==> config.mk <==
export PLATFORM = sky130hd
export DESIGN_NAME = aim_ternary_neuron_stream_flat
export DESIGN_NICKNAME = d
export VERILOG_FILES = /design/src/rtl/aim_pkg.sv /design/src/rtl/aim_ternary_neuron_stream_if.sv /design/src/rtl/aim_ternary_lane_sum.sv /design/src/rtl/aim_ternary_neuron_stream.sv /design/src/flat_wrapper.sv
export SDC_FILE = /design/constraint.sdc
export NUM_CORES = 1
export LEC_CHECK = 0
export ABC_CLOCK_PERIOD_IN_PS = 5580
export CORE_UTILIZATION = 32
export CTS_CLUSTER_SIZE = 8
export DETAILED_ROUTE_END_ITERATION = 8
export PLACE_DENSITY = 0.48
export SYNTH_ARGS = -nofsm -noshare
export SYNTH_HDL_FRONTEND = slang
export SYNTH_HIERARCHICAL = 1
export SYNTH_SLANG_ARGS = --single-unit
==> constraint.sdc <==
create_clock -name clk -period 5.58 [get_ports clk]
set_input_delay 1.116 -clock clk [delete_from_list [all_inputs] [get_ports clk]]
set_output_delay 1.116 -clock clk [all_outputs]
set_load 0.02 [all_outputs]
==> src/rtl/aim_pkg.sv <==
// Shared constants and helpers for the streaming ternary neuron: weight codes,
// FSM state encoding and a generic signed saturation function.
package aim_pkg;

  localparam logic [1:0] W_ZERO = 2'b00;
  localparam logic [1:0] W_POS  = 2'b01;
  localparam logic [1:0] W_RSVD = 2'b10;
  localparam logic [1:0] W_NEG  = 2'b11;

  localparam logic [1:0] S_IDLE = 2'd0;
  localparam logic [1:0] S_ACC  = 2'd1;
  localparam logic [1:0] S_HOLD = 2'd2;

  // Clamp v into the range of a w-bit two's complement number.
  function automatic logic signed [31:0] saturate(input logic signed [31:0] v,
                                                  input int unsigned       w);
    logic signed [31:0] hi;
    logic signed [31:0] lo;
    hi = (32'sd1 <<< (w - 1)) - 32'sd1;
    lo = -hi - 32'sd1;
    if (v > hi)      return hi;
    else if (v < lo) return lo;
    else             return v;
  endfunction

endpackage

==> src/rtl/aim_ternary_neuron_stream_if.sv <==
// Input beat stream, per-neuron controls and result stream of the ternary neuron.
interface aim_ternary_neuron_stream_if #(
  parameter int ACT_W = 9,
  parameter int LANES = 4,
  parameter int OUT_W = 13
);
  logic                     in_valid;
  logic                     in_ready;
  logic [LANES*ACT_W-1:0]   in_act;
  logic [LANES*2-1:0]       in_wgt;
  logic signed [OUT_W-1:0]  bias;
  logic                     relu_en;
  logic                     out_valid;
  logic                     out_ready;
  logic signed [OUT_W-1:0]  out_data;
  logic                     out_sat;
  logic                     wgt_err;

  modport master (
    output in_valid, in_act, in_wgt, bias, relu_en, out_ready,
    input  in_ready, out_valid, out_data, out_sat, wgt_err
  );

  modport slave (
    input  in_valid, in_act, in_wgt, bias, relu_en, out_ready,
    output in_ready, out_valid, out_data, out_sat, wgt_err
  );
endinterface

==> src/rtl/aim_ternary_lane_sum.sv <==
// Combinational sum of LANES ternary-weighted activations for one beat,
// plus a flag raised when any lane carries the reserved weight code.
module aim_ternary_lane_sum
  import aim_pkg::*;
#(
  parameter int LANES = 4,
  parameter int ACT_W = 9,
  parameter int ACC_W = 15
) (
  input  logic [LANES*ACT_W-1:0]  i_act,
  input  logic [LANES*2-1:0]      i_wgt,
  output logic signed [ACC_W-1:0] o_sum,
  output logic                    o_rsvd
);

  always_comb begin
    o_sum  = '0;
    o_rsvd = 1'b0;
    for (int l = 0; l < LANES; l++) begin
      case (i_wgt[l*2 +: 2])
        W_POS:   o_sum = o_sum + ACC_W'(signed'(i_act[l*ACT_W +: ACT_W]));
        W_NEG:   o_sum = o_sum - ACC_W'(signed'(i_act[l*ACT_W +: ACT_W]));
        W_RSVD:  o_rsvd = 1'b1;
        default: ;
      endcase
    end
  end

endmodule

==> src/rtl/aim_ternary_neuron_stream.sv <==
// Streaming ternary neuron: accumulates BEATS beats of LANES products, adds bias,
// optional ReLU, saturates to OUT_W and holds the result until downstream accepts it.
module aim_ternary_neuron_stream
  import aim_pkg::*;
#(
  parameter int ACT_W = 9,
  parameter int N_IN  = 20,
  parameter int LANES = 4,
  parameter int OUT_W = 13
) (
  input logic                      clk,
  input logic                      rst,
  aim_ternary_neuron_stream_if.slave s
);

  localparam int BEATS = N_IN / LANES;
  localparam int ACC_W = ACT_W + $clog2(N_IN) + 1;
  localparam int CNT_W = $clog2(BEATS + 1);

  generate
    if (N_IN % LANES != 0) begin : g_bad_lanes
      $error("N_IN must be a multiple of LANES");
    end
  endgenerate

  logic [1:0]               r_state;
  logic [CNT_W-1:0]         r_cnt;
  logic signed [ACC_W-1:0]  r_acc;
  logic signed [OUT_W-1:0]  r_bias;
  logic                     r_relu;
  logic signed [OUT_W-1:0]  r_out_data;
  logic                     r_out_sat;
  logic                     r_wgt_err;

  logic signed [ACC_W-1:0]  w_partial;
  logic                     w_rsvd;
  logic                     w_xfer;
  logic                     w_first;
  logic                     w_last;
  logic [CNT_W-1:0]         w_cnt_next;
  logic signed [ACC_W-1:0]  w_acc_next;
  logic signed [OUT_W-1:0]  w_bias_sel;
  logic                     w_relu_sel;
  logic signed [31:0]       w_sum;
  logic signed [31:0]       w_relu_out;
  logic signed [31:0]       w_sat_val;
  logic                     w_clip;

  aim_ternary_lane_sum #(
    .LANES (LANES),
    .ACT_W (ACT_W),
    .ACC_W (ACC_W)
  ) u_lane_sum (
    .i_act  (s.in_act),
    .i_wgt  (s.in_wgt),
    .o_sum  (w_partial),
    .o_rsvd (w_rsvd)
  );

  // While holding a result, a new first beat is only taken alongside the output handshake.
  assign s.in_ready  = (r_state == S_HOLD) ? s.out_ready : 1'b1;
  assign s.out_valid = (r_state == S_HOLD);
  assign s.out_data  = r_out_data;
  assign s.out_sat   = r_out_sat;
  assign s.wgt_err   = r_wgt_err;

  assign w_xfer     = s.in_valid && s.in_ready;
  assign w_first    = (r_state != S_ACC);
  assign w_cnt_next = w_first ? CNT_W'(1) : r_cnt + CNT_W'(1);
  assign w_last     = (w_cnt_next == CNT_W'(BEATS));
  assign w_acc_next = w_first ? w_partial : r_acc + w_partial;
  assign w_bias_sel = w_first ? s.bias : r_bias;
  assign w_relu_sel = w_first ? s.relu_en : r_relu;

  // Result path sees the final accumulator value in the same cycle as the last beat.
  assign w_sum      = 32'(w_acc_next) + 32'(w_bias_sel);
  assign w_relu_out = (w_relu_sel && (w_sum < 0)) ? 32'sd0 : w_sum;
  assign w_sat_val  = saturate(w_relu_out, OUT_W);
  assign w_clip     = (w_sat_val != w_relu_out);

  always_ff @(posedge clk or posedge rst) begin
    if (rst) begin
      r_state    <= S_IDLE;
      r_cnt      <= '0;
      r_acc      <= '0;
      r_bias     <= '0;
      r_relu     <= 1'b0;
      r_out_data <= '0;
      r_out_sat  <= 1'b0;
      r_wgt_err  <= 1'b0;
    end else begin
      if (w_xfer && w_rsvd) r_wgt_err <= 1'b1;
      if (w_xfer) begin
        r_acc <= w_acc_next;
        if (w_first) begin
          r_bias <= s.bias;
          r_relu <= s.relu_en;
        end
        if (w_last) begin
          r_out_data <= w_sat_val[OUT_W-1:0];
          r_out_sat  <= w_clip;
          r_cnt      <= '0;
          r_state    <= S_HOLD;
        end else begin
          r_cnt   <= w_cnt_next;
          r_state <= S_ACC;
        end
      end else if ((r_state == S_HOLD) && s.out_ready) begin
        r_state <= S_IDLE;
      end
    end
  end

endmodule
==> src/flat_wrapper.sv <==
// flat-port wrapper written by rule: the top's interface ports become plain ports
module aim_ternary_neuron_stream_flat import aim_pkg::*;
#(
  parameter int ACT_W = 9,
  parameter int N_IN  = 20,
  parameter int LANES = 4,
  parameter int OUT_W = 13
)
  (clk, rst, s_in_valid, s_in_act, s_in_wgt, s_bias, s_relu_en, s_out_ready, s_in_ready, s_out_valid, s_out_data, s_out_sat, s_wgt_err);
  aim_ternary_neuron_stream_if #(.ACT_W(ACT_W), .LANES(LANES), .OUT_W(OUT_W)) s_i ();
  input logic clk;
  input logic rst;
  input wire logic [$bits(s_i.in_valid)-1:0] s_in_valid;
  input wire logic [$bits(s_i.in_act)-1:0] s_in_act;
  input wire logic [$bits(s_i.in_wgt)-1:0] s_in_wgt;
  input wire logic [$bits(s_i.bias)-1:0] s_bias;
  input wire logic [$bits(s_i.relu_en)-1:0] s_relu_en;
  input wire logic [$bits(s_i.out_ready)-1:0] s_out_ready;
  output wire logic [$bits(s_i.in_ready)-1:0] s_in_ready;
  output wire logic [$bits(s_i.out_valid)-1:0] s_out_valid;
  output wire logic [$bits(s_i.out_data)-1:0] s_out_data;
  output wire logic [$bits(s_i.out_sat)-1:0] s_out_sat;
  output wire logic [$bits(s_i.wgt_err)-1:0] s_wgt_err;
  assign s_i.in_valid = s_in_valid;
  assign s_i.in_act = s_in_act;
  assign s_i.in_wgt = s_in_wgt;
  assign s_i.bias = s_bias;
  assign s_i.relu_en = s_relu_en;
  assign s_i.out_ready = s_out_ready;
  assign s_in_ready = s_i.in_ready;
  assign s_out_valid = s_i.out_valid;
  assign s_out_data = s_i.out_data;
  assign s_out_sat = s_i.out_sat;
  assign s_wgt_err = s_i.wgt_err;
  aim_ternary_neuron_stream #(.ACT_W(ACT_W), .N_IN(N_IN), .LANES(LANES), .OUT_W(OUT_W)) u_core (.clk(clk), .rst(rst), .s(s_i));
endmodule
# After elaboration in Yosys (flattened, before gate mapping)
# Index checks and enable logic that the tools add are counted.
[word_totals]
register_bits = 49
latch_bits = 0
ramBits = 0
romBits = 0
input_bits = 62
out_inout_bits = 17
memories = 0
[op_classes]
add_sub_neg = 10
multipliers = 0
div_mod_pow = 0
magnitude_cmp = 3
eq_ne = 16
shifts = 0
muxes = 20
bitwise_logic = 0
reduce_logical = 6
[op_table]
columns = ["operator", "n"]
rows = [
  ["one-hot mux 15 bit (2 select lines)", 4],
  ["two-way mux 32 bit", 3],
  ["adder 15 x 9 -> 15 bit", 3],
  ["subtractor 15 x 9 -> 15 bit", 3],
  ["greater-than comparator 32 x 13 -> 1 bit (second input constant)", 1],
  ["< comparator 32 x 1 -> 1 bit (second input constant)", 1],
  ["< comparator 32 x 13 -> 1 bit (second input constant)", 1],
  ["inequality test 32 bit", 1],
  ["== test 2 bit (second input constant)", 9],
  ["adder 15 x 13 -> 16 bit", 1],
  ["adder 15 bit", 1],
  ["two-way mux 15 bit", 1],
  ["two-way mux 13 bit", 1],
  ["subtractor 1 x 9 -> 10 bit (first input constant)", 1],
  ["== test 2 x 1 -> 1 bit (second input constant)", 4],
  ["two-way mux 1 bit", 6],
  ["two-way mux 2 bit", 3],
  ["two-way mux 3 bit", 2],
  ["logical AND 1 bit", 4],
  ["adder 3 x 1 -> 3 bit (second input constant)", 1],
  ["== test 3 bit (second input constant)", 1],
  ["inequality test 2 x 1 -> 1 bit (second input constant)", 1],
  ["AND reduction 2 bit", 1],
  ["nonzero test 2 bit", 1],
]

# Depth between registers and ports, before layout
# Gate-level depths: netlist (run 1).
[logic_depth]
depth_word = 18
mapped_depth = 45

# By module
# Netlist (run 1), hierarchy kept.
[modules_own_cells]
columns = ["module", "n_inst", "cells_each", "area_per_inst_um2", "seq_area_each_um2"]
rows = [
  ["aim_ternary_neuron_stream", 1, 447, 3734.8, 1226.2],
  ["aim_ternary_lane_sum", 1, 472, 3234.4, 0.0],
]

# Worst setup path before layout (run 1)
# OpenSTA, ideal clock, no wires.
[synth_timing]
path_type = "input-to-reg"
start = "in s_in_wgt[1]"
end = "reg u_core.r_out_data[7] (netlist: u_core/s.out_data[7])"
setup_ns = 0.126
t_arrival_ns = 8.702
required_ns = 5.454
setup_slack_ns = -3.248
cell_stages = 40
path_cell_list = "clkbuf_1 -> mux2i_1 -> nor2_1 -> fa_1 -> a211oi_1 -> o21bai_1 -> a21oi_1 -> xnor2_1 -> mux2_2 -> ha_1 -> a21oi_1 -> o21ai_0 -> a21oi_1 -> xnor2_1 -> mux2_2 -> ha_1 -> inv_1 -> a21oi_1 -> [... 4 more ...] -> ha_1 -> a21oi_1 -> o21ai_0 -> a21o_1 -> a41oi_1 -> o21ai_0 -> xor2_1 -> nand2_1 -> nand2_1 -> ha_1 -> a211o_1 -> o21bai_1 -> or4b_1 -> and2_4 -> nand4_1 -> a21oi_2 -> buf_6 -> a221o_1"
[synth_between]
elab_chain_len = 17
[synth_lines]
columns = ["element", "line_no", "text"]
rows = [
  ["start: declaration", "flat_wrapper.sv:15", "input wire logic [$bits(s_i.in_wgt)-1:0] s_in_wgt;"],
  ["== test 2 bit / == test 2 x 1 -> 1 bit (equally long branches)", "aim_ternary_lane_sum.sv:20", "case (i_wgt[l*2 +: 2])"],
  ["one-hot mux 15 bit (2 select lines) (*)", "aim_ternary_lane_sum.sv:20", ""],
  ["subtractor 15 x 9 -> 15 bit / adder 15 x 9 -> 15 bit (equally long branches)", "aim_ternary_lane_sum.sv:22, aim_ternary_lane_sum.sv:21", ""],
  ["one-hot mux 15 bit (2 select lines) (*)", "aim_ternary_lane_sum.sv:20", ""],
  ["subtractor 15 x 9 -> 15 bit / adder 15 x 9 -> 15 bit (equally long branches)", "aim_ternary_lane_sum.sv:22, aim_ternary_lane_sum.sv:21", ""],
  ["one-hot mux 15 bit (2 select lines) (*)", "aim_ternary_lane_sum.sv:20", ""],
  ["subtractor 15 x 9 -> 15 bit / adder 15 x 9 -> 15 bit (equally long branches)", "aim_ternary_lane_sum.sv:22, aim_ternary_lane_sum.sv:21", ""],
  ["one-hot mux 15 bit (2 select lines) (*)", "aim_ternary_lane_sum.sv:20", ""],
  ["via u_core.w_partial[9]", "aim_ternary_neuron_stream.sv:35", "logic signed [ACC_W-1:0] w_partial;"],
  ["[... 2 more ...]", "n/a", ""],
  ["via u_core.w_acc_next[13]", "aim_ternary_neuron_stream.sv:41", "logic signed [ACC_W-1:0] w_acc_next;"],
  ["adder 15 x 13 -> 16 bit (*)", "aim_ternary_neuron_stream.sv:76", "assign w_sum = 32'(w_acc_next) + 32'(w_bias_sel);"],
  ["< comparator 32 x 1 -> 1 bit", "aim_ternary_neuron_stream.sv:77", "assign w_relu_out = (w_relu_sel && (w_sum < 0)) ? 32'sd0 : w_sum;"],
  ["logical AND 1 bit", "aim_ternary_neuron_stream.sv:77", ""],
  ["two-way mux 32 bit (*)", "aim_ternary_neuron_stream.sv:77", ""],
  ["< comparator 32 x 13 -> 1 bit", "aim_pkg.sv:22", "else if (v < lo) return lo;"],
  ["two-way mux 32 bit", "aim_pkg.sv:22", ""],
  ["two-way mux 32 bit (*)", "aim_pkg.sv:21", "if (v > hi) return hi;"],
  ["end signal: assignment", "aim_ternary_neuron_stream.sv:100", "r_out_data <= w_sat_val[OUT_W-1:0];"],
  ["end: declaration", "aim_ternary_neuron_stream.sv:31", "logic signed [OUT_W-1:0] r_out_data;"],
]
# The timed path passes the listed nets; every way through them passes the cells marked *.
# A chain may end at the register's enable or synchronous reset.

# Worst setup path after layout (run 1)
[layout_timing]
start = "in s_in_act[0]"
end = "reg u_core.r_out_data[8] (netlist: u_core/s.out_data[8])"
[layout_between]
elab_chain_len = 17
[layout_lines]
columns = ["element", "line_no", "text"]
rows = [
  ["start: declaration", "flat_wrapper.sv:14", "input wire logic [$bits(s_i.in_act)-1:0] s_in_act;"],
  ["subtractor 1 x 9 -> 10 bit", "aim_ternary_lane_sum.sv:22", "W_NEG: o_sum = o_sum - ACC_W'(signed'(i_act[l*ACT_W +: ACT_W]));"],
  ["one-hot mux 15 bit (2 select lines) (*)", "aim_ternary_lane_sum.sv:20", ""],
  ["subtractor 15 x 9 -> 15 bit / adder 15 x 9 -> 15 bit (equally long branches)", "aim_ternary_lane_sum.sv:22, aim_ternary_lane_sum.sv:21", ""],
  ["one-hot mux 15 bit (2 select lines) (*)", "aim_ternary_lane_sum.sv:20", ""],
  ["subtractor 15 x 9 -> 15 bit / adder 15 x 9 -> 15 bit (equally long branches)", "aim_ternary_lane_sum.sv:22, aim_ternary_lane_sum.sv:21", ""],
  ["one-hot mux 15 bit (2 select lines) (*)", "aim_ternary_lane_sum.sv:20", ""],
  ["subtractor 15 x 9 -> 15 bit / adder 15 x 9 -> 15 bit (equally long branches)", "aim_ternary_lane_sum.sv:22, aim_ternary_lane_sum.sv:21", ""],
  ["one-hot mux 15 bit (2 select lines) (*)", "aim_ternary_lane_sum.sv:20", ""],
  ["via u_core.w_partial[11]", "aim_ternary_neuron_stream.sv:35", ""],
  ["[... 2 more ...]", "n/a", ""],
  ["via u_core.w_acc_next[12]", "aim_ternary_neuron_stream.sv:41", ""],
  ["adder 15 x 13 -> 16 bit (*)", "aim_ternary_neuron_stream.sv:76", ""],
  ["< comparator 32 x 1 -> 1 bit", "aim_ternary_neuron_stream.sv:77", ""],
  ["logical AND 1 bit", "aim_ternary_neuron_stream.sv:77", ""],
  ["two-way mux 32 bit (*)", "aim_ternary_neuron_stream.sv:77", ""],
  ["< comparator 32 x 13 -> 1 bit", "aim_pkg.sv:22", ""],
  ["two-way mux 32 bit", "aim_pkg.sv:22", ""],
  ["two-way mux 32 bit (*)", "aim_pkg.sv:21", ""],
]
# Marked as above.

==> results of run 1 <==
worst max-delay path: cells and delay by family:
kind	cells	cell delay, ns
AND/OR/NAND/NOR	11	2.45
AO/OA/AOI/OAI	12	1.94
buffers and inverters	10	1.21
adder cells (fa/ha/maj)	4	1.00
XOR/XNOR	4	0.57
multiplexers	2	0.57
cells by family after synthesis:
| kind of cell | share of synthesized area |
|---|---|
| adders and majority gates | 0.150 |
| buffers and inverters | 0.0479 |
| and+or+nand+nor | 0.219 |
| AOI/OAI and AO/OA | 0.243 |
| xor gates and xnor gates | 0.106 |
| muxes | 0.0576 |
| DFF | 0.176 |
registers in the layout (all words and copies together) (netlist names):
| register | flops |
|---|---|
| u_core/r_acc | 15 |
| u_core/r_bias | 13 |
| u_core/r_relu | 1 |
| u_core/r_cnt | 3 |
| u_core/s.out_sat | 1 |
| u_core/r_state | 2 |
| u_core/s.out_data | 13 |
| u_core/s.wgt_err | 1 |
timing repair:
| action | 4_1_cts | 5_1_grt |
|---|---|---|
| resized for setup | 145 | 66 |
| setup endpoints to repair | 28 | 26 |
| pin swaps | 108 | 74 |
| buffers inserted | 43 | 11 |
layout by cell type (no fill, tap or decap), drive strengths merged, types with 14 or more instances in the layout:
| master | synthesis | routed |
|---|---|---|
| clkdlybuf4s50 | 0 | 64 |
| nor2 | 66 | 66 |
| o21a | 14 | 14 |
| buf | 12 | 336 |
| inv | 43 | 44 |
| a21oi | 78 | 78 |
| ha | 74 | 74 |
| xor2 | 29 | 29 |
| xnor2 | 55 | 55 |
| nand2 | 170 | 170 |
| a21o | 16 | 16 |
| dfrtp | 49 | 49 |
| mux2 | 25 | 25 |
| o21ai | 53 | 53 |
| nand3 | 15 | 15 |
| nor3 | 24 | 24 |
stage by stage:
stage	hold WS [ns]	instance area [µm²]
CTS	0.473	11300
finish	0.461	11700
detailed placement	0.458	10300
global placement	0.445	10300
global route	0.491	11700
floorplan	0.443	7210
metal layers:
metal / share of wire / global-route usage / routed length, µm / up-vias
met5: 0 / 0 / 0 / -
met4: 0.010 / 0.0276 / 238 / 0
met3: 0.029 / 0.0247 / 665 / 17
met2: 0.46 / 0.340 / 10600 / 95
met1: 0.50 / 0.296 / 11600 / 3777
li1: - / - / - / 4043
layout make-up:
class                           count  area (µm²)
Clock inverter                      2        13.8
Tap cell                          275         344
Sequential cell                    49        1230
Fill cell                        1979        9420
Timing Repair Buffer              412        3340
Multi-Input combinational cell    791        6520
Clock buffer                        6         129
Inverter                           44         165
worst paths after layout:
path                            slack [ns]                    startpoint                                to
worst max-delay path                 -3.12                   s_in_act[0]  u_core/s.out_data[8]$_DFFE_PP0P_
worst min-delay path                  0.46  u_core/s.wgt_err$_DFFE_PP0P_      u_core/s.wgt_err$_DFFE_PP0P_
worst max register to register        0.97   u_core/r_acc[0]$_DFFE_PP0P_  u_core/s.out_data[8]$_DFFE_PP0P_
worst min register to register        0.46  u_core/s.wgt_err$_DFFE_PP0P_      u_core/s.wgt_err$_DFFE_PP0P_
max in group asynchronous             3.84                           rst      u_core/r_bias[7]$_DFFE_PP0P_
min in group asynchronous             1.31                           rst     u_core/r_state[0]$_DFFE_PP0P_
==> impl_metrics.tcl, run 1 <==
set metrics [dict create \
    avgSynthCellArea_um2 7.58 \
    grt_max_degree 50 \
    num_rows 53 \
    dp_hpwl_um 17500 \
    area_growth_pct 68.4 \
    htreeDepth 2 \
    crit_fanout 6 \
    path_clk_slew_ns 0.07 \
    synth_common_cells "nand2_1 (170), a21oi_1 (74), ha_1 (74), nor2_1 (66), xnor2_1 (55)" \
    track_usage 0.208 \
    yosysUniqueCellTypes 83 \
    clock.fmax_mhz 115 \
    path_class "input port to flop" \
    port_buffers 78 \
    nets 1444 \
    setup_ws_ns -3.12 \
    clockBufferDepth 2 \
    place_ws_ns -4.08 \
    cts_root_buf "clkbuf_16" \
    dr.pass1.iters 5 \
    overflow 0 \
    die_area_mm2 0.0224 \
    critPathArrivalTime_ns 8.87 \
    cp_common_cell "buf_4" \
    synth.most_common_cell "nand2_1" \
    hold_viol 0 \
    min_path_type "flop to flop" \
    yosys_warnings 6 \
    routed_via_density 5.02 \
    netlist_area_mm2 0.00697 \
    cts_sinks 49 \
    fin_cells 1579 \
    drt-wirelength-per-cell_um 14.6 \
    fp.coreArea_mm2 0.0212 \
    initialDrtViolationCount 248 \
    place_inst 1520 \
    max_stage_delay_ns 0.53 \
    startpoint_type "input port" \
    dr_total_vias 7932 \
    drc 0 \
    worstMarginPinSlew_ns 0.816 \
    ys_seq_area_frac 0.176 \
    antenna_left 0 \
    synth_edf_count 0 \
    cts-buffers-inserted 5 \
    reg2reg_depth 22 \
    yosys_most_used_dff "dfrtp_1" \
    grt_antenna_before_repair 0 \
    ys_seq_elements 49 \
    relSlewSlack 0.455 \
    postSynthCellCount 919 \
    die_w_um 150 \
    drive_gt1_frac 0.426 \
    maxCapViolCount 0 \
    die_y_um 150 \
    grt_pass1_vias 7688 \
    cts_hold_buf 0 \
    synth_top_cell_area_share 0.176 \
    worst_clock_skew_ns 0.00766 \
    rsz0062_at_grt "true" \
    grt_pass1_wl_um 37500 \
    hold_path_depth 1 \
    violations "negative setup slack" \
    fin_crit_ns 8.70 \
    setup_viol 25 \
    wirelength_um 23100 \
    start_util 0.329 \
    io_pins 79 \
    cts_tree "built" \
    status "finished, violations left" \
    critPathSlowestCell "or4_4" \
    place_congestion 0.835 \
    finalMaxSlewViolations 0 \
    fin_crit_sh 1.56 \
    synth_top_area_cell "dfrtp_1" \
    utilization 0.555 \
    n_antenna_cell 0 \
    crit_required_ns 5.75 \
    yosys-top-cells-area "dfrtp_1 (18%), ha_1 (13%), nand2_1 (9.2%)" \
    setup_tns_ns -50.79 \
    synth.net_count 1060 \
    cp-end-kind "flop" \
    synth_async_sr_flop_share 1.00 \
    clock_latency_ns 0.30 \
]
Power of run 1 is not shown: default switching activity piles up to over one toggle a cycle in this logic, so the estimate is an artifact.
==> run 2: changes to the inputs <==
SLEW_MARGIN = 20   (was default)
==> results of run 2 <==
The final DEF is identical to that of run 1; final timing and power are the same.
Power of run 2 is left out for the same reason.
